$ cat src/rtl/control_sequencer.sv
// control_sequencer: T-state sequencer for a simple accumulator machine.
// Fetches each instruction in two cycles (T0 address, T1 read into IR),
// then runs one to three execute states picked by OPCODE.
// Optional build macro: ILLEGAL_TRAP_EN. When it is defined, undefined
// opcodes set ILLEGAL and halt; otherwise they execute as NOPs.
// Ports:
//   CLK     - system clock, rising edge
//   RESET   - asynchronous active-low reset
//   RUN     - enables instruction execution
//   PRGM    - program mode, forces the sequencer idle
//   OPCODE  - current instruction from the instruction register
//   ZERO    - accumulator-zero flag (used by JZ)
//   CTRL    - 14-bit control word, combinational from state/OPCODE/ZERO
//   TSTATE  - state code: IDLE=0, T0..T4=1..5, HALT=7
//   HALTED  - high while halted
//   ILLEGAL - sticky undefined-opcode flag
//   ICOUNT  - retired-instruction count, wraps
module control_sequencer #(
    parameter int unsigned ICNT_W = 8
) (
    input  logic              CLK,
    input  logic              RESET,
    input  logic              RUN,
    input  logic              PRGM,
    input  logic [3:0]        OPCODE,
    input  logic              ZERO,
    output logic [13:0]       CTRL,
    output logic [2:0]        TSTATE,
    output logic              HALTED,
    output logic              ILLEGAL,
    output logic [ICNT_W-1:0] ICOUNT
);

    localparam int unsigned C_PC_OUT     = 0;
    localparam int unsigned C_PC_INC     = 1;
    localparam int unsigned C_PC_LOAD    = 2;
    localparam int unsigned C_MAR_LOAD   = 3;
    localparam int unsigned C_RAM_READ   = 4;
    localparam int unsigned C_RAM_WE     = 5;
    localparam int unsigned C_IR_LOAD    = 6;
    localparam int unsigned C_IR_ADDR_EN = 7;
    localparam int unsigned C_ACC_LOAD   = 8;
    localparam int unsigned C_ACC_OUT    = 9;
    localparam int unsigned C_B_LOAD     = 10;
    localparam int unsigned C_ALU_SUB    = 11;
    localparam int unsigned C_ALU_OUT    = 12;
    localparam int unsigned C_OUT_LOAD   = 13;

    typedef enum logic [2:0] {
        S_IDLE = 3'd0,
        S_T0   = 3'd1,
        S_T1   = 3'd2,
        S_T2   = 3'd3,
        S_T3   = 3'd4,
        S_T4   = 3'd5,
        S_HALT = 3'd7
    } state_e;

    state_e              state_q, state_d;
    logic [ICNT_W-1:0]   icount_q, icount_d;
    logic                done_c;    // current state is the instruction's last
`ifdef ILLEGAL_TRAP_EN
    logic                illegal_q, illegal_d;
`endif

    // Next state, control word and counter update
    always_comb begin
        state_d  = state_q;
        icount_d = icount_q;
        CTRL     = 14'h0000;
        done_c   = 1'b0;
`ifdef ILLEGAL_TRAP_EN
        illegal_d = illegal_q;
`endif
        case (state_q)
            S_IDLE: begin
                if (RUN) state_d = S_T0;
            end
            S_T0: begin
                CTRL[C_PC_OUT]   = 1'b1;
                CTRL[C_MAR_LOAD] = 1'b1;
                state_d          = S_T1;
            end
            S_T1: begin
                CTRL[C_RAM_READ] = 1'b1;
                CTRL[C_IR_LOAD]  = 1'b1;
                CTRL[C_PC_INC]   = 1'b1;
                state_d          = S_T2;
            end
            S_T2: begin
                case (OPCODE)
                    4'd0: done_c = 1'b1;
                    4'd1, 4'd2, 4'd3, 4'd4: begin
                        CTRL[C_IR_ADDR_EN] = 1'b1;
                        CTRL[C_MAR_LOAD]   = 1'b1;
                        state_d            = S_T3;
                    end
                    4'd5: begin
                        CTRL[C_IR_ADDR_EN] = 1'b1;
                        CTRL[C_PC_LOAD]    = 1'b1;
                        done_c             = 1'b1;
                    end
                    4'd6: begin
                        CTRL[C_IR_ADDR_EN] = ZERO;
                        CTRL[C_PC_LOAD]    = ZERO;
                        done_c             = 1'b1;
                    end
                    4'd14: begin
                        CTRL[C_ACC_OUT]  = 1'b1;
                        CTRL[C_OUT_LOAD] = 1'b1;
                        done_c           = 1'b1;
                    end
                    4'd15: state_d = S_HALT;
                    default: begin
`ifdef ILLEGAL_TRAP_EN
                        illegal_d = 1'b1;
                        state_d   = S_HALT;
`else
                        done_c    = 1'b1;
`endif
                    end
                endcase
            end
            S_T3: begin
                case (OPCODE)
                    4'd1: begin
                        CTRL[C_RAM_READ] = 1'b1;
                        CTRL[C_ACC_LOAD] = 1'b1;
                        done_c           = 1'b1;
                    end
                    4'd2, 4'd3: begin
                        CTRL[C_RAM_READ] = 1'b1;
                        CTRL[C_B_LOAD]   = 1'b1;
                        state_d          = S_T4;
                    end
                    4'd4: begin
                        CTRL[C_ACC_OUT] = 1'b1;
                        CTRL[C_RAM_WE]  = 1'b1;
                        done_c          = 1'b1;
                    end
                    // IR changed under us: end the instruction cleanly
                    default: done_c = 1'b1;
                endcase
            end
            S_T4: begin
                CTRL[C_ALU_OUT]  = 1'b1;
                CTRL[C_ACC_LOAD] = 1'b1;
                CTRL[C_ALU_SUB]  = (OPCODE == 4'd3);
                done_c           = 1'b1;
            end
            S_HALT: ;
            default: state_d = S_IDLE;
        endcase

        // Retire: RUN is only looked at on instruction boundaries
        if (done_c) begin
            state_d  = RUN ? S_T0 : S_IDLE;
            icount_d = icount_q + ICNT_W'(1);
        end

        // Program mode aborts anything in flight, nothing retires
        if (PRGM) begin
            state_d  = S_IDLE;
            icount_d = icount_q;
`ifdef ILLEGAL_TRAP_EN
            illegal_d = illegal_q;
`endif
        end
    end

    always_ff @(posedge CLK or negedge RESET) begin
        if (!RESET) begin
            state_q  <= S_IDLE;
            icount_q <= '0;
`ifdef ILLEGAL_TRAP_EN
            illegal_q <= 1'b0;
`endif
        end else begin
            state_q  <= state_d;
            icount_q <= icount_d;
`ifdef ILLEGAL_TRAP_EN
            illegal_q <= illegal_d;
`endif
        end
    end

    assign TSTATE = 3'(state_q);
    assign HALTED = (state_q == S_HALT);
    assign ICOUNT = icount_q;
`ifdef ILLEGAL_TRAP_EN
    assign ILLEGAL = illegal_q;
`else
    assign ILLEGAL = 1'b0;
`endif

endmodule

$ cat config.mk
export PLATFORM = sky130hd
export DESIGN_NAME = control_sequencer
export DESIGN_NICKNAME = d
export VERILOG_FILES = /design/src/rtl/control_sequencer.sv
export SDC_FILE = /design/constraint.sdc
export NUM_CORES = 1
export LEC_CHECK = 0
export CAP_MARGIN = 20
export CORE_ASPECT_RATIO = 0.7
export CORE_MARGIN = 2
export CORE_UTILIZATION = 44
export CTS_CLUSTER_DIAMETER = 150
export DETAILED_ROUTE_END_ITERATION = 10
export PLACE_DENSITY = 0.83
export SYNTH_ARGS = -nofsm -noshare
export SYNTH_HDL_FRONTEND = slang
export SYNTH_SLANG_ARGS = --single-unit
$ cat constraint.sdc
create_clock -name CLK -period 2.5 [get_ports CLK]
set_clock_uncertainty 0.15 [all_clocks]
set_input_delay 0.25 -clock CLK [delete_from_list [all_inputs] [get_ports CLK]]
set_output_delay 0.25 -clock CLK [all_outputs]
set_load 0.02 [all_outputs]
### After elaboration in Yosys (flattened, before gate mapping)

Cells that the tools add are included.

* bits in registers: 11
* input port bits: 9
* output and inout bits: 27

* $add $sub $neg: 1
* equality and inequality tests: 18
* mux-type cells: 30
* bitwise logic cells: 1
* reduce and logical (&&, ||, !) cells: 9

Operators by type and width (count)
* $pmux W3 S6: 1
* $mux W1: 16
* $eq A4 B3 Y1 const B: 3
* $mux W3: 4
* $pmux W1 S2: 6
* $reduce_or A5 Y1: 2
* $eq A3 B3 Y1 const B: 3
* $add A8 B1 Y8 const B: 1
* $eq A4 B2 Y1 const B: 2
* $eq A4 B4 Y1 const B: 2
* $eq A3 B2 Y1 const B: 2
* $pmux W3 S2: 1
* $ne A5 B3 Y1 const B: 1
* $eq A4 B1 Y1 const B: 1
* $ne A4 B3 Y1 const B: 1
* $ne A4 B4 Y1 const B: 1
* $reduce_and A4 Y1: 1
* $reduce_or A2 Y1: 2
* $reduce_or A4 Y1: 1
* $eq A3 B1 Y1 const B: 1
* $logic_not A3 Y1: 1
* $ne A3 B1 Y1 const B: 1
* $pmux W1 S3: 1
* $reduce_or A3 Y1: 1
* other kinds (3): 3

### Logic depth before layout (Yosys ltp)

Gate-level depths: netlist of the first run.

* word-level depth: 6
* gate-level depth with buffers: 6
* mapped depth without buffers: 5

### Worst setup path before layout of the first run

OpenSTA, ideal clock, no wires.

* path kind: flip-flop to output port
* start: register state_q[1] (netlist: TSTATE[1])
* end: output CTRL[9]
* arrival: 1.779 ns
* slack: 0.321 ns
* stages on the path, launching flop included: 4
* cells stage by stage: dfrtp_1 > nand2_1 > nor4_1 > or2_1

* word-level cells in the longest chain between the ends: 2

Ends and longest elaborated chain
* start: declaration: RTL line 59 `state_e state_q, state_d;`
* start signal: assignment: RTL line 179 `state_q <= state_d;`
* $eq A3 B3 Y1 or $eq A3 B2 Y1 (tied branches): RTL line 75 `case (state_q)`
* $pmux W1 S2 (*): RTL line 75
* end: declaration: RTL line 27 `output logic [13:0] CTRL,`

Every way passes the cells marked *; elsewhere a longest branch is shown, timed or not.

### Final worst setup path of the first run

* start: input OPCODE[0]
* end: output CTRL[3]

* word-level cells in the longest chain between the ends: 4

Ends and longest elaborated chain
* start: declaration: RTL line 25 `input logic [3:0] OPCODE,`
* $eq A4 B2 Y1, or another cell as far along: RTL line 91 `case (OPCODE)`
* $reduce_or A4 Y1 (*): RTL line 91
* $mux W1 (*): RTL line 91
* $pmux W1 S2 (*): RTL line 75

Marked as above.

==> results.md, run 1 <==
* DIE HEIGHT at between 40 and 50 um
* PD cells at 526 nW/um2
* GRT Resource Usage Total at 19.6%
* Hold bufs inserted after CTS at 0
* Unique cell type count in the Yosys netlist at 34
* HP Class: input pin to asynchronous set/reset pin
* Top cells by area, synth: sky130_fd_sc_hd__dfrtp_1 (34%), sky130_fd_sc_hd__xor2_1 (7.5%), sky130_fd_sc_hd__nor3_1 (4.9%)
* Fin. max-slew vios at 0
* Routability congestion estimate from global placement at 0.910
* Starting density of the core at about half
* Total design power at 0.650 mW
* Final antenna-violating net count at 0
* Final critical path time including I/O delays and setup at 2.43 ns
* Clk Latency, worst-skew pair at 0.27 ns
* Longest Clk Path Bufs at 2
* Total via count in the routed design at 785
* CTS sink count at 11
* Multi-input logic area at 494 um2
* Final WS setup at 0.0665 ns
* CTS H-Tree Depth at 1
* Max Clk Rate at ~410 MHz
* Number of post-CTS setup repair buffers at 0
* Max_cap viols at 0
* Sequential fraction of the synthesis area at 33.7%
* Worst-case vdd ir drop at about 0.42 mV
* First-pass GRT wire length at 3.21 mm
* Floorplan die width at 55.5 um
* Leakage power of the design at 0.586 nW
* Library cell with the largest summed area after synthesis: sky130_fd_sc_hd__dfrtp_1
* Main combinational cell family by area after synthesis: simple AND/OR/NAND/NOR gates
* Crit path max-delay cell type: sky130_fd_sc_hd__clkdlybuf4s50_1
* Num ports at 36
* Post-synthesis instance area at around 820 um2
* Placement-stage worst setup slack at -0.0671 ns
* TritonCTS clock tree: done
* Setup crit end kind: output pin
* Worst path most repeated cell: sky130_fd_sc_hd__clkdlybuf4s50_1
* Via count of the first global-routing pass at 650
* Worst endpoint data arrival time at 2.03 ns
* Top-area cell type share of the netlist area at roughly 34%
* First-pass iteration count of the detailed router at 4
* Area of the core region at 1670 um2
* Inserted Clock Buffers at 3
* Final WL at approximately 2.1 mm
* Critical path class: input pin to output pin
* Synthesized-area fraction occupied by adder cells at approximately 1.5%
* Final Hold Violating Endpoints at 0
* Total nets after synthesis at 99
* Quantity of I/O buffers inserted on ports at 34
* Xor/xnor share of the synthesized area at 8.58%
* Number of warnings reported in the yosys synthesis log at 0
* Tcrit/Tclk final at 97.3%
* Crit path launch type: input pin
* Sequential standard cell area at 277 um2
* Complex-gate fraction of the synthesized area at 10.7%
* Global-route congestion overflow total at 0
* Clock slew seen by the registers of the worst setup and hold paths at about 0.07 ns
* Max FO, Critical Path at 7
* Status: finished clean
* Final setup violation count at 0
* Mapped Cells at slightly below 90
* Pin count of the biggest net entering global routing at 12
* Multiplexer share of the synthesized area at around 1.8%
* CP Data Required Time at 2.10 ns
* Post-Synthesis Mean Instance Area at 9.18 um2
* Fraction of final layout cells with drive strength greater than 1 at 16.3%
* DRC marker count from the first detailed-route iteration at 20
* Critical Path Max Stage Delay at 0.61 ns
* Number of antenna violations at the first check in global routing at 0
* HPWL reported at the end of detailed placement at 1.71 mm
* Cell chain of the critical path: clkdlybuf4s50_1 -> or2_1 -> xnor2_1 -> o21bai_1 -> clkdlybuf4s50_1
* Number of vias per cell at 5.23
* Post-synthesis share of cell area spent on and, or, nand and nor gates at 36.8%
* Flip-flop and latch count after synthesis at 11
* Placement row count at 12
* Setup repair after global routing missed its margin: false
* Remaining routing DRC violations at 0
* Synthesis-to-finish area growth at 51.5%
* Nets@finish at 140
* Average wire per standard cell at 14.1 um
* Final-layout fill cell count at 130
* Count of inserted antenna diode cells at 0
* Full die area at 2220 um2
* Cell at the root of the clock tree: sky130_fd_sc_hd__clkbuf_4
[synth_stat cells, drive strengths merged]
cell type and instances:
a31oi 3, nor4b 2, nor3b 2, o21bai 1, and3 3, nand2b 2, nor4 3, or2 2
dfrtp 11, nand2 7, nor2b 2, nor3 8, inv 3, nand3 2, a41o 1, clkbuf 1
or3 1, mux2 1, nor2 12, nand4b 1, a31o 1, and4 1, conb 1, ha 1
xnor2 1, buf 4, a21oi 4, o31ai 1, xor2 7
[cell usage in the layout, fill, tap and decap left out, types with 3 or more instances in the layout]
| master | instances |
|---|---|
| sky130_fd_sc_hd__nor3_1 | 7 |
| sky130_fd_sc_hd__a21oi_1 | 4 |
| sky130_fd_sc_hd__and3_1 | 3 |
| sky130_fd_sc_hd__dfrtp_1 | 10 |
| sky130_fd_sc_hd__dlymetal6s2s_1 | 4 |
| sky130_fd_sc_hd__xor2_1 | 7 |
| sky130_fd_sc_hd__clkdlybuf4s50_1 | 30 |
| sky130_fd_sc_hd__nand2_1 | 7 |
| sky130_fd_sc_hd__nor2_1 | 10 |
| sky130_fd_sc_hd__buf_4 | 7 |
| sky130_fd_sc_hd__clkbuf_4 | 3 |
| sky130_fd_sc_hd__inv_1 | 3 |
[logic make-up (layout without fill, tap and decap cells)]
kind of cell    after synthesis  in the layout
flops                        11             11
xor+xnor                      8              8
mux                           1              1
simple gates                 48             48
compound gates               11             11
other cells                   1              1
buf+inv                       8             48
fa+ha+maj                     1              1
[flip-flops by register name, summed over array words and instances (netlist names)]
signal	flops
ICOUNT	8
TSTATE	3
[stage by stage]
step                      TNS [ns]  instance area [um2]  hold slack [ns]  std cells  util [%]
final                            0                 1240            0.150        150      74.2
after detailed placement   -0.0671                 1190            0.323        146      71.7
after global placement           0                 1190            0.307        146      71.7
after CTS                        0                 1230            0.165        150      73.6
after global routing             0                 1240            0.197        150      74.2
after floorplan                  0                  817           -0.196         89         -
[path summary, 6_finish.rpt]
| path | start | to | slack [ns] | cells after the start |
|---|---|---|---|---|
| min in group CLK | ICOUNT[7]$_DFFE_PN0P_ | ICOUNT[7]$_DFFE_PN0P_ | 0.32 | 1 |
| setup / recovery | OPCODE[0] | CTRL[3] | 0.07 | 5 |
| setup reg to reg | TSTATE[1]$_DFFE_PN0P_ | ICOUNT[3]$_DFFE_PN0P_ | 0.56 | 6 |
| hold / removal | RESET | ICOUNT[6]$_DFFE_PN0P_ | 0.15 | 1 |
| hold reg to reg | ICOUNT[7]$_DFFE_PN0P_ | ICOUNT[7]$_DFFE_PN0P_ | 0.32 | 1 |
| max in group asynchronous | RESET | TSTATE[1]$_DFFE_PN0P_ | 1.71 | 1 |
[worst max-delay path: cells and delay by family]
kind            cells  cell delay, ns
compound gates      1            0.13
xor+xnor            1            0.15
buf+inv             2            1.14
simple gates        1            0.36
[layer usage]
metal / GRT usage (%) / up-vias / part of all wire [%]
met4: 5.49 / 0 / 0.47
met2: 28.0 / 25 / 44
met5: 0 / - / 0
met1: 29.0 / 362 / 51
met3: 5.16 / 2 / 4.6
li1: - / 396 / -
[where the power goes]
group          switching (mW)  internal [mW]  total, mW
clock network          0.0586         0.0619      0.120
registers              0.0346          0.208      0.242
logic                   0.147          0.141      0.288
[what timing repair did]
action | in CTS | in global routing
setup endpoints to repair | 1 | 6
endpoints found under the hold margin | 0 | 0
gates resized for setup | 1 | 5
[cell type report]
cell class	instances	share of cell area, %
Clock buffer	4	2.12
Inverter	3	0.910
Multi-Input combinational cell	70	39.9
Sequential cell	11	22.3
Tap cell	21	2.12
Timing Repair Buffer	41	32.6
(Power assumes the default switching activity.)
==> run 2: changes to the inputs <==
--- a/config.mk
+++ b/config.mk
@@ -8,10 +8,11 @@
 export CAP_MARGIN = 20
 export CORE_ASPECT_RATIO = 0.7
 export CORE_MARGIN = 2
-export CORE_UTILIZATION = 44
+export CORE_UTILIZATION = 41
 export CTS_CLUSTER_DIAMETER = 150
 export DETAILED_ROUTE_END_ITERATION = 10
-export PLACE_DENSITY = 0.83
+export GPL_TIMING_DRIVEN = 1
+export PLACE_DENSITY = 0.79
 export SYNTH_ARGS = -nofsm -noshare
 export SYNTH_HDL_FRONTEND = slang
 export SYNTH_SLANG_ARGS = --single-unit
==> constraint.sdc (replaced) <==
create_clock -name CLK -period 2.4 [get_ports CLK]
set_clock_uncertainty 0.15 [all_clocks]
set_input_delay 0.24 -clock CLK [delete_from_list [all_inputs] [get_ports CLK]]
set_output_delay 0.24 -clock CLK [all_outputs]
set_load 0.02 [all_outputs]
==> results.md, run 2 (synthesis gave the netlist of run 1 again) <==
* Status: finished clean
* Largest register FFs at 8
* Fin. max-slew vios at 0
* Instance count after placement with tap cells included at 152
* Max Clk Rate at 438 MHz
* HP Class: input pin to asynchronous set/reset pin
* Number of antenna violations at the first check in global routing at 0
* TritonCTS clock tree: done
* Placement row count at 13
* Max FO, Critical Path at 9
* Crit path max-delay cell type: sky130_fd_sc_hd__clkdlybuf4s50_1
* Final critical path time including I/O delays and setup at 2.28 ns
* Critical Path Max Stage Delay at 0.67 ns
* First-pass iteration count of the detailed router at 4
* Total design power at 0.691 mW
* Final antenna-violating net count at 0
* Count of inserted antenna diode cells at 0
* First-pass GRT wire length at around 3.6 mm
* Worst slew pin tran at 0.534 ns
* Setup crit end kind: output pin
* Num ports at 36
* Relative max-transition margin at between 60 and 70%
* Leakage power of the design at 0.641 nW
* Highest-count cells in the layout ignoring fill and taps: sky130_fd_sc_hd__clkdlybuf4s50_1 (25), sky130_fd_sc_hd__buf_4 (12), sky130_fd_sc_hd__dfrtp_1 (10), sky130_fd_sc_hd__nor2_1 (10), sky130_fd_sc_hd__nor3_1 (8)
* Worst endpoint data arrival time at 1.89 ns
* Final Non-Filler Cells at 156
* Final Hold Violating Endpoints at 0
* CTS H-Tree Depth at 1
* Cell at the root of the clock tree: sky130_fd_sc_hd__clkbuf_4
* Worst-case vdd ir drop at between 0.3 and 0.4 mV
* Nets@finish at 145
* Final-layout fill cell count at 150
* PD cells at 542 nW/um2
* Setup repair after global routing missed its margin: false
* Global-route congestion overflow total at 0
* Via count of the first global-routing pass at 726
* Average wire per standard cell at 15.2 um
* Critical path class: register to output pin
* Worst Hold Margin at between 0.15 and 0.2 ns
* Clock slew seen by the registers of the worst setup and hold paths at 0.07 ns
* Clk Latency, worst-skew pair at approximately 0.27 ns
* CP Data Required Time at 2.01 ns
* Final WS setup at 0.117 ns
* Placement-stage worst setup slack at -0.0685 ns
* Quantity of I/O buffers inserted on ports at 34
* Final WL at roughly 2.4 mm
* Setup tns final at 0 ns
* DIE HEIGHT at 41.4 um
* Routability congestion estimate from global placement at just under 0.9
* CTS sink count at 11
* Cell count of the worst reg-to-reg path at 6
* Pin count of the biggest net entering global routing at 12
* Full die area at 2370 um2
* Floorplan die width at 57.4 um
* Longest Clk Path Bufs at 2
* Hold bufs inserted after CTS at 0
* GRT Resource Usage Total at between 20% and 30%
* Max_cap viols at 0
* Crit path launch type: register
* HPWL reported at the end of detailed placement at 1.91 mm
* DRC marker count from the first detailed-route iteration at 22
* Synthesis-to-finish area growth at 56.0%
* Final setup violation count at 0
* Tcrit/Tclk final at 95.1%
* Remaining routing DRC violations at 0
* Most frequent standard cell in the layout excluding fill and tap cells: sky130_fd_sc_hd__clkdlybuf4s50_1
* Number of vias per cell at between 5 and 6
* Fraction of final layout cells with drive strength greater than 1 at 20.9%
* Area of the core region at between 1500 and 2000 um2
* Inserted Clock Buffers at 3
* Total via count in the routed design at 836
* Cell chain of the critical path: nand2_1 -> nor4_2 -> clkdlybuf4s50_1
* Starting density of the core at 43.7%
run 2: final cells by class:
class / instances / area [um2] / area share, %
Sequential cell: 11 / 277 / 21.7
Inverter: 3 / 11.3 / 0.883
Clock buffer: 4 / 26.3 / 2.06
Timing Repair Buffer: 46 / 434 / 34.1
Tap cell: 22 / 27.5 / 2.16
Multi-Input combinational cell: 70 / 499 / 39.2
run 2: repair_timing:
item                       CTS  global route
setup endpoints to repair    5             5
buffers inserted             0             0
resized for setup            5             8
run 2: worst paths after layout:
check | from | to | slack [ns]
max reg2reg | TSTATE[1]$_DFFE_PN0P_ | ICOUNT[3]$_DFFE_PN0P_ | 0.50
min in group CLK | ICOUNT[7]$_DFFE_PN0P_ | ICOUNT[7]$_DFFE_PN0P_ | 0.32
max | TSTATE[1]$_DFFE_PN0P_ | CTRL[13] | 0.12
min | RESET | ICOUNT[3]$_DFFE_PN0P_ | 0.17
min reg2reg | ICOUNT[7]$_DFFE_PN0P_ | ICOUNT[7]$_DFFE_PN0P_ | 0.32
max in group asynchronous | RESET | TSTATE[2]$_DFFE_PN0P_ | 1.55
run 2: power breakdown:
group | switching [mW] | internal [mW]
sequential | 0.0405 | 0.216
combinational | 0.158 | 0.150
clock | 0.0626 | 0.0644
run 2: per-stage QoR:
stage,cell area [um2],utilization (%)
2_1_floorplan,817,-
3_3_place_gp,1230,66.0
3_5_place_dp,1230,66.0
4_1_cts,1250,67.0
5_1_grt,1270,68.2
6_report,1270,68.2
run 2: per-layer routing:
layer,track usage (%),vias up,share of wire (%)
li1,-,400,-
met1,28.8,398,47
met2,34.7,38,47
met3,4.63,0,6.2
met4,1.74,0,0
met5,0,-,0
run 2: critical path: cells and delay by family (launching register included):
family        cells  cell delay [ns]
flops             1             0.48
simple gates      2             0.48
buf+inv           1             0.67
==> run 3: changes to the inputs <==
--- a/config.mk
+++ b/config.mk
@@ -8,11 +8,12 @@
 export CAP_MARGIN = 20
 export CORE_ASPECT_RATIO = 0.7
 export CORE_MARGIN = 2
-export CORE_UTILIZATION = 41
+export CORE_UTILIZATION = 43
+export CTS_BUF_LIST = sky130_fd_sc_hd__clkbuf_8
 export CTS_CLUSTER_DIAMETER = 150
 export DETAILED_ROUTE_END_ITERATION = 10
 export GPL_TIMING_DRIVEN = 1
-export PLACE_DENSITY = 0.79
+export PLACE_DENSITY = 0.82
 export SYNTH_ARGS = -nofsm -noshare
 export SYNTH_HDL_FRONTEND = slang
 export SYNTH_SLANG_ARGS = --single-unit
==> results.md, run 3 (synthesis gave the netlist of run 1 again) <==
* Setup tns final at 0 ns
* Number of vias per cell at approximately 5.5
* Final setup violation count at 0
* Crit path launch type: register
* Final WL at 2.54 mm
* Cell count of the worst reg-to-reg path at 6
* Average wire per standard cell at 16.8 um
* Via count of the first global-routing pass at between 700 and 800
* Placement row count at 13
* Final design area excluding fillers at 1250 um2
* Pin count of the biggest net entering global routing at 12
* Switch share at between 30% and 40%
* CTS H-Tree Depth at 1
* Final critical path time including I/O delays and setup at 2.37 ns
* Remaining routing DRC violations at 0
* Sequential power share at 34.3%
* Inserted Clock Buffers at 3
* Global-route congestion overflow total at 0
* PD cells at slightly above 600 nW/um2
* Floorplan die width at ~56 um
* Final Hold Violating Endpoints at 0
* Hold bufs inserted after CTS at 0
* Number of antenna violations at the first check in global routing at 0
* HP Class: input pin to asynchronous set/reset pin
* Share of power burned in combinational logic at 40.4%
* Longest Clk Path Bufs at 2
* Area of the core region at 1820 um2
* Most frequent standard cell in the layout excluding fill and tap cells: sky130_fd_sc_hd__clkdlybuf4s50_1
* Fraction of final layout cells with drive strength greater than 1 at 16.3%
* CP Data Required Time at 2.01 ns
* Quantity of I/O buffers inserted on ports at 34
* Internal reg-to-reg setup slack at 0.48 ns
* First element of the critical path: TSTATE[1]$_DFFE_PN0P_
* First-pass iteration count of the detailed router at 4
* GRT Resource Usage Total at 21.5%
* Total design power at 0.752 mW
* Worst slew pin tran at 0.518 ns
* Highest-count cells in the layout ignoring fill and taps: sky130_fd_sc_hd__clkdlybuf4s50_1 (28), sky130_fd_sc_hd__dfrtp_1 (11), sky130_fd_sc_hd__nor2_1 (9)
* Fin. max-slew vios at 0
* Final WS setup at 0.0276 ns
* RR Endpoint: ICOUNT[7]$_DFFE_PN0P_
* Starting density of the core at 44.8%
* Startpoint of the most critical register-to-register path: TSTATE[1]$_DFFE_PN0P_
* Placement-stage cell area at 1200 um2
* Clock Power Share at 25.3%
* Count of inserted antenna diode cells at 0
* Worst Hold Margin at 0.187 ns
* Clk Latency, worst-skew pair at approximately 0.25 ns
* Max Clk Rate at roughly 420 MHz
* Cell at the root of the clock tree: sky130_fd_sc_hd__clkbuf_8
* Synthesis-to-finish area growth at 52.5%
* Max_cap viols at 0
* Worst-case vdd ir drop at 0.386 mV
* Relative max-transition margin at about two thirds
* Total via count in the routed design at 823
* Sequential standard cell area at 275 um2
* Final-layout fill cell count at 147
* DRC marker count from the first detailed-route iteration at 34
* Num ports at 36
* CTS sink count at 11
* Switching power at 0.277 mW
* Setup crit end kind: output pin
* Cell-internal power at 0.474 mW
* HPWL reported at the end of detailed placement at around 1.8 mm
* Nets@finish at 140
* Tcrit/Tclk final at 98.9%
* Final antenna-violating net count at 0
* Full die area at 2270 um2
* First-pass GRT wire length at 3.59 mm
* Leakage power of the design at 0.591 nW
* Largest register FFs at 8
* Final Non-Filler Cells at roughly 150
* DIE HEIGHT at 40.5 um
* Placement-stage worst setup slack at -0.0294 ns
* Status: finished clean
* Worst endpoint data arrival time at 1.98 ns
* Clock slew seen by the registers of the worst setup and hold paths at 0.05 ns
* Instance count after placement with tap cells included at 147
* Critical path class: register to output pin
* Multi-input logic area at 494 um2
* Routability congestion estimate from global placement at 0.909
* Max FO, Critical Path at 9
* TritonCTS clock tree: done
* Core utilization of the finished layout at between 60% and 70%
[run 3: cell types whose count changed in the layout (fill, tap and decap cells not counted), sizes merged]
| cell | previous run | this run |
|---|---|---|
| inv | 3 | 4 |
| dlygate4sd2 | 5 | 4 |
| dlymetal6s2s | 4 | 2 |
| buf | 12 | 7 |
| clkdlybuf4s50 | 25 | 28 |
| clkbuf | 4 | 3 |
[run 3: how the worst max path moves through the flow]
stage | end | cells after the start
3_3_place_gp | CTRL[9] | 6
3_5_place_dp | CTRL[9] | 6
2_1_floorplan | CTRL[9] | 3
6_report | CTRL[10] | 4
5_1_grt | CTRL[10] | 4
4_1_cts | CTRL[11] | 4
[run 3: power by group through the flow]
stage | logic [mW] | clock network [mW] | registers (mW)
after floorplan | 0.129 | 0 | 0.292
after global placement | 0.293 | 0 | 0.255
after detailed placement | 0.301 | 0 | 0.258
after CTS | 0.301 | 0.184 | 0.256
after global routing | 0.324 | 0.194 | 0.262
final | 0.304 | 0.190 | 0.258
[run 3: per-layer routing]
layer	track usage, %	vias up	part of all wire, %
li1	-	395	-
met1	28.9	403	44
met2	35.6	23	50
met3	5.81	2	5.6
met4	4.76	0	0.39
met5	0	-	0
[run 3: final cells by class]
class,instances,share of cell area (%)
multi-input cells,70,39.7
flip-flops and latches,11,22.1
clock inverters,1,0.301
well taps,22,2.21
inverters,3,0.904
repair buffers,41,31.5
clock buffers,3,3.31
[run 3: timing repair]
action | in CTS | in global routing
gates resized for setup | 4 | 4
buffers inserted | 0 | 0
endpoints found under the setup margin | 4 | 5
endpoints found under the hold margin | 0 | 0
[run 3: critical path: stages (launching register included)]
cell and delay, ns:
sky130_fd_sc_hd__dfrtp_1 0.47, sky130_fd_sc_hd__nand2b_2 0.28, sky130_fd_sc_hd__nor2_1 0.15, sky130_fd_sc_hd__and3_1 0.21, sky130_fd_sc_hd__clkdlybuf4s50_1 0.62
==> edit 1, RTL diff (flow settings as in run 2) <==
Register the outputs `TSTATE` and `HALTED`, cleared by the reset; this adds one clock of latency there. The other outputs are not delayed to match.
--- a/src/rtl/control_sequencer.sv
+++ b/src/rtl/control_sequencer.sv
@@ -185,6 +185,13 @@
     end
 
-    assign TSTATE = 3'(state_q);
-    assign HALTED = (state_q == S_HALT);
+    always_ff @(posedge CLK or negedge RESET) begin
+        if (!RESET) begin
+            TSTATE <= '0;
+            HALTED <= '0;
+        end else begin
+            TSTATE <= 3'(state_q);
+            HALTED <= (state_q == S_HALT);
+        end
+    end
     assign ICOUNT = icount_q;
 `ifdef ILLEGAL_TRAP_EN
Behaviour: not the same (a bounded check fails within 4 cycles, from zero or initial values and one cycle with RESET low).
==> edit 1 against run 2 <==
Final area increased by 14%; cell count is 15% higher; synthesized cell count increased by 12%; die area is 17% higher; clock power increased by 11%; sequential power up 23%; count of clock-buffer cells in the layout is the same; power is 2.7% higher; sequential cell count up 4; wire length up 3.7%; setup slack got worse by 0.024 ns; synthesized area grew 18%; critical endpoint is now CTRL[2]; highest routed layer is now met4.
==> edit 1: results (changes against run 2) <==
| Metric | Value |
|---|---|
| Via/cell ratio | 5.12 (-4.5%) |
| Ant diodes | 0 (unchanged) |
| Clk Tree Root Cell | clkbuf_4 |
| Vias in the first global route | 837 (+15%) |
| Area contributors post-synth | dfrtp_1 (39%), xor2_1 (7.3%), nor2_1 (3.9%), nor3_1 (3.1%), a311oi_4 (2.7%) |
| Main flop type after synthesis | dfrtp_1 |
| CP Max Fanout | 9 (unchanged) |
| Leak Pwr | 0.745 nW (+16%) |
| Num CTS Buffers | 3 (unchanged) |
| DR pass1 iterations | 4 (unchanged) |
| Status | finished, final reports clean |
| Top cells by count, synth | dfrtp_1 (15), nor2_1 (10), xor2_1 (8) |
| Post-DP Area | 1420 sq um (+15%) |
| Power per cell area | 487 nW/um^2 (-10%) |
| Antenna violations before repair | 0 (unchanged) |
| Final clock period utilization by the worst path | 0.962 (+0.0101) |
| Post-CTS Setup Bufs | 0 (unchanged) |
| Normalized max-slew margin | 0.542 (-0.101) |
| WP data arrival | 1.92 ns (+0.03 ns) |
| Clk_lat worst skew | 0.28 ns |
| Pre-CTS setup slack | -0.104 ns (-0.0358 ns) |
| WL/cell | 13.7 microns (-9.7%) |
| Seq/Total Area, Yosys | 0.389 (+0.0522) |
| Initial DRC count | 23 (+4.5%) |
| Port Buffers | 34 (unchanged) |
| Syn avg cell area | 9.65 sq um (+5.1%) |
| GPL Wtd Cong | 0.908 (+2.3%) |
| Total Wirelength | 2.46 mm (+3.7%) |
| Seq pwr | 0.000316 W (+23%) |
| CTS max path bufs | 2 (unchanged) |
| PostCTS Resize Cnt | 5 (unchanged) |
| Clock transition at path regs | 0.09 ns (+0.02 ns) |
| Reg2reg start | state_q[1]$_DFFE_PN0P_ |
| Warnings from Yosys | 0 (unchanged) |
| Wire length of the first global-routing pass | 4.00 mm (+12%) |
| RR Endpoint | ICOUNT[7]$_DFFE_PN0P_ |
| Cells after DPL | 175 (+15%) |
| Largest register FFs | 8 (unchanged) |
| Layout cells sized above 1 | 0.231 (+0.0223) |
| Peak supply drop | 0.000386 V (-3.1%) |
| Filler cells | 175 (+17%) |
| Number of nets in the layout | 158 (+9.0%) |
| Hold Slack | 0.219 ns (+0.0502 ns) |
| Global Route Usage Sum | 0.195 (-0.0119) |
| Comb power frac | 0.355 (-0.090) |
| Switch share | 0.331 (-0.0465) |
| Largest net degree at the start of global routing | 16 (+4) |
| Count of cell types in the netlist | 42 (+24%) |
| R2R cell count | 6 (unchanged) |
| Post-DP HPWL | 1.93 mm (+1.1%) |
| Mapped Nets | 110 (+11%) |
| Synth async-reset ratio | 1.00 (unchanged) |
| H-tree lvl count | 1 (unchanged) |
| R2R Setup Slk | 0.51 ns |
-- edit 1: changes by cell type in the layout (fill, tap and decap cells not counted), sizes merged, moves of 3 or more --
cell / run 2 / this run
buf: 12 / 16
o21ai: 0 / 3
dfrtp: 11 / 15
a31oi: 3 / 0
-- edit 1: cells by family after synthesis --
kind of cell               share of synthesized area
and+or+nand+nor                                0.298
AOI/OAI and AO/OA                              0.153
DFF                                            0.389
buffers and inverters                         0.0545
xor gates and xnor gates                      0.0726
adders and majority gates                     0.0130
other                                        0.00389
muxes                                         0.0156
-- edit 1: metal layers --
metal / GRT usage / up-vias / wire, microns
li1: - / 442 / -
met1: 0.311 / 441 / 1220
met2: 0.277 / 31 / 1130
met3: 0.0380 / 2 / 94
met4: 0.0255 / 0 / 14
met5: 0 / - / 0
-- edit 1: area by class of cell --
type                            instances  area, sq um  area share
Multi-Input combinational cell         76          539       0.370
Timing Repair Buffer                   50          468       0.321
Sequential cell                        15          378       0.259
Tap cell                               32         40.0      0.0274
Clock buffer                            4         26.3      0.0180
Inverter                                2         7.51     0.00515
-- edit 1: worst max-delay path by stage --
stage                    end  cells past startpoint                   start
finish               CTRL[2]                      4  state_q[1]$_DFFE_PN0P_
global route         CTRL[2]                      4  state_q[1]$_DFFE_PN0P_
CTS                 CTRL[13]                      4  state_q[0]$_DFFE_PN0P_
detailed placement   CTRL[9]                      7               OPCODE[1]
global placement     CTRL[9]                      5               OPCODE[3]
floorplan            CTRL[9]                      5  state_q[2]$_DFFE_PN0P_
-- edit 1: critical path: stages (launching register included) --
cell and delay, ns:
dfrtp_2 0.45, nand2_1 0.09, or3_1 0.35, nor2_1 0.13, clkdlybuf4s50_1 0.61
==> edit 2, RTL diff (settings of run 2) <==
Made on the original files. Change the parameter `ICNT_W` from 8 to 9.
--- a/src/rtl/control_sequencer.sv
+++ b/src/rtl/control_sequencer.sv
@@ -17,5 +17,5 @@
 //   ICOUNT  - retired-instruction count, wraps
 module control_sequencer #(
-    parameter int unsigned ICNT_W = 8
+    parameter int unsigned ICNT_W = 9
 ) (
     input  logic              CLK,
Ports: changed (resized ICOUNT); port bits go from 36 to 37. The function was not compared with the original's and may differ.
==> edit 2 against run 2 <==
Sequential cell count rose by 1; non-clock buffer count fell by 2; wire length fell by 7.1%; final area rose by 0.59%; power fell by 11%; setup slack got worse by 0.051 ns; synthesized area rose by 2.0%; die area rose by 1.8%; critical endpoint is now CTRL[11]; largest cell class unchanged; largest power group is now sequential cells; highest routed layer unchanged.
==> edit 2: results (changes against run 2) <==
| Metric | Value |
|---|---|
| Largest net degree at the start of global routing | 13 (+1) |
| Layout cells sized above 1 | 0.134 (-0.0746) |
| Capture point of the worst path | CTRL[11] |
| Reg2reg start | TSTATE[0]$_DFFE_PN0P_ |
| WP data arrival | 1.94 ns (+0.05 ns) |
| Wire length of the first global-routing pass | 3.57 mm (+0.39%) |
| Filler cells | 159 (+6.0%) |
| Worst path max stage delay | 0.60 ns (-0.07 ns) |
| Status | finished, final reports clean |
| R2R Setup Slk | 0.34 ns (-0.16 ns) |
| Initial DRC count | 27 (+23%) |
| RR Endpoint | ICOUNT[1]$_DFFE_PN0P_ |
| Count of cell types in the netlist | 39 (+15%) |
| Seq/Total Area, Yosys | 0.360 (+0.0235) |
| Port Buffers | 35 (+2.9%) |
| CP Max Fanout | 7 (-2) |
| Area contributors post-synth | dfrtp_1 (36%), xnor2_1 (7.4%), nor2_1 (4.5%), and3_1 (3.8%), buf_4 (3.6%) |
| Mapped Nets | 103 (+4.0%) |
| Total Wirelength | 2.21 mm (-7.1%) |
| Global Route Usage Sum | 0.190 (-0.0162) |
| Post-Syn Instances | 93 (+4.5%) |
| Worst setup startpoint | OPCODE[1] |
| Routed Antenna Nets | 0 (unchanged) |
| Num CTS Buffers | 3 (unchanged) |
| Worst-Margin Slew | 0.545 ns (+0.0111 ns) |
| Routed vias | 840 (+0.48%) |
| GPL Wtd Cong | 0.818 (-7.7%) |
| Largest register FFs | 9 (+1) |
| Via/cell ratio | 5.38 (+0.48%) |
| Top cells by count, synth | dfrtp_1 (12), nor2_1 (10), nand2_1 (8) |
| Vias in the first global route | 755 (+4.0%) |
| Post-DP HPWL | 1.79 mm (-6.5%) |
| Leak Pwr | 0.657 nW (+2.5%) |
| DR pass1 iterations | 5 (+1) |
| Peak supply drop | 0.000605 V (+52%) |
| Number of nets in the layout | 146 (+0.69%) |
| R2R cell count | 4 (-2) |
| Synth async-reset ratio | 1.00 (unchanged) |
| H-tree lvl count | 1 (unchanged) |
edit 2: cells by family after synthesis:
family | after synthesis | synth area share
other | 1 | 0.00450
DFF | 12 | 0.360
muxes | 2 | 0.0255
buffers and inverters | 9 | 0.0601
AOI/OAI and AO/OA | 11 | 0.120
and+or+nand+nor | 48 | 0.320
adders and majority gates | 1 | 0.0150
xor gates and xnor gates | 9 | 0.0946
edit 2: what timing repair did:
| action | in CTS | in global routing |
|---|---|---|
| hold endpoints to repair | 0 | 0 |
| pin swaps | 0 | 0 |
| cloned | 0 | 0 |
| endpoints found under the setup margin | 6 | 5 |
| gates resized for setup | 6 | 7 |
| setup buffers | 0 | 0 |
edit 2: power breakdown:
group / internal, W / leakage (nW) / switching, W / total, W
logic: 0.000112 / 0.483 / 0.000113 / 0.000225
clock network: 0.0000580 / 0.0138 / 0.0000625 / 0.000121
registers: 0.000227 / 0.160 / 0.0000390 / 0.000266
edit 2: final cells by class:
type / count / share of cell area
Clock buffer: 3 / 0.0176
Sequential cell: 12 / 0.235
Multi-Input combinational cell: 72 / 0.383
Tap cell: 22 / 0.0215
Timing Repair Buffer: 44 / 0.334
Inverter: 3 / 0.00878
edit 2: layer usage:
layer,track usage,vias to the layer above,routed length [microns]
li1,-,412,-
met1,0.288,399,1080
met2,0.268,29,1000
met3,0.0561,0,121
met4,0.0279,0,0
met5,0,-,0
edit 2: worst min path at each step:
stage / endpoint / slack (ns) / cells past startpoint
floorplan: ICOUNT[0]$_DFFE_PN0P_ / -0.21 / 0
global placement: ICOUNT[8]$_DFFE_PN0P_ / 0.31 / 1
detailed placement: ICOUNT[8]$_DFFE_PN0P_ / 0.32 / 1
CTS: ICOUNT[4]$_DFFE_PN0P_ / 0.19 / 1
global route: ICOUNT[3]$_DFFE_PN0P_ / 0.21 / 1
finish: ICOUNT[3]$_DFFE_PN0P_ / 0.18 / 1
edit 2: per-stage QoR:
step	setup slack, ns	total power, W	cell area [sq um]
after floorplan	0.298	0.000379	833
after global placement	-0.0207	0.000489	1240
after detailed placement	-0.0796	0.000499	1240
after CTS	0.00774	0.000617	1260
after global routing	0.00852	0.000648	1280
final	0.0658	0.000612	1280
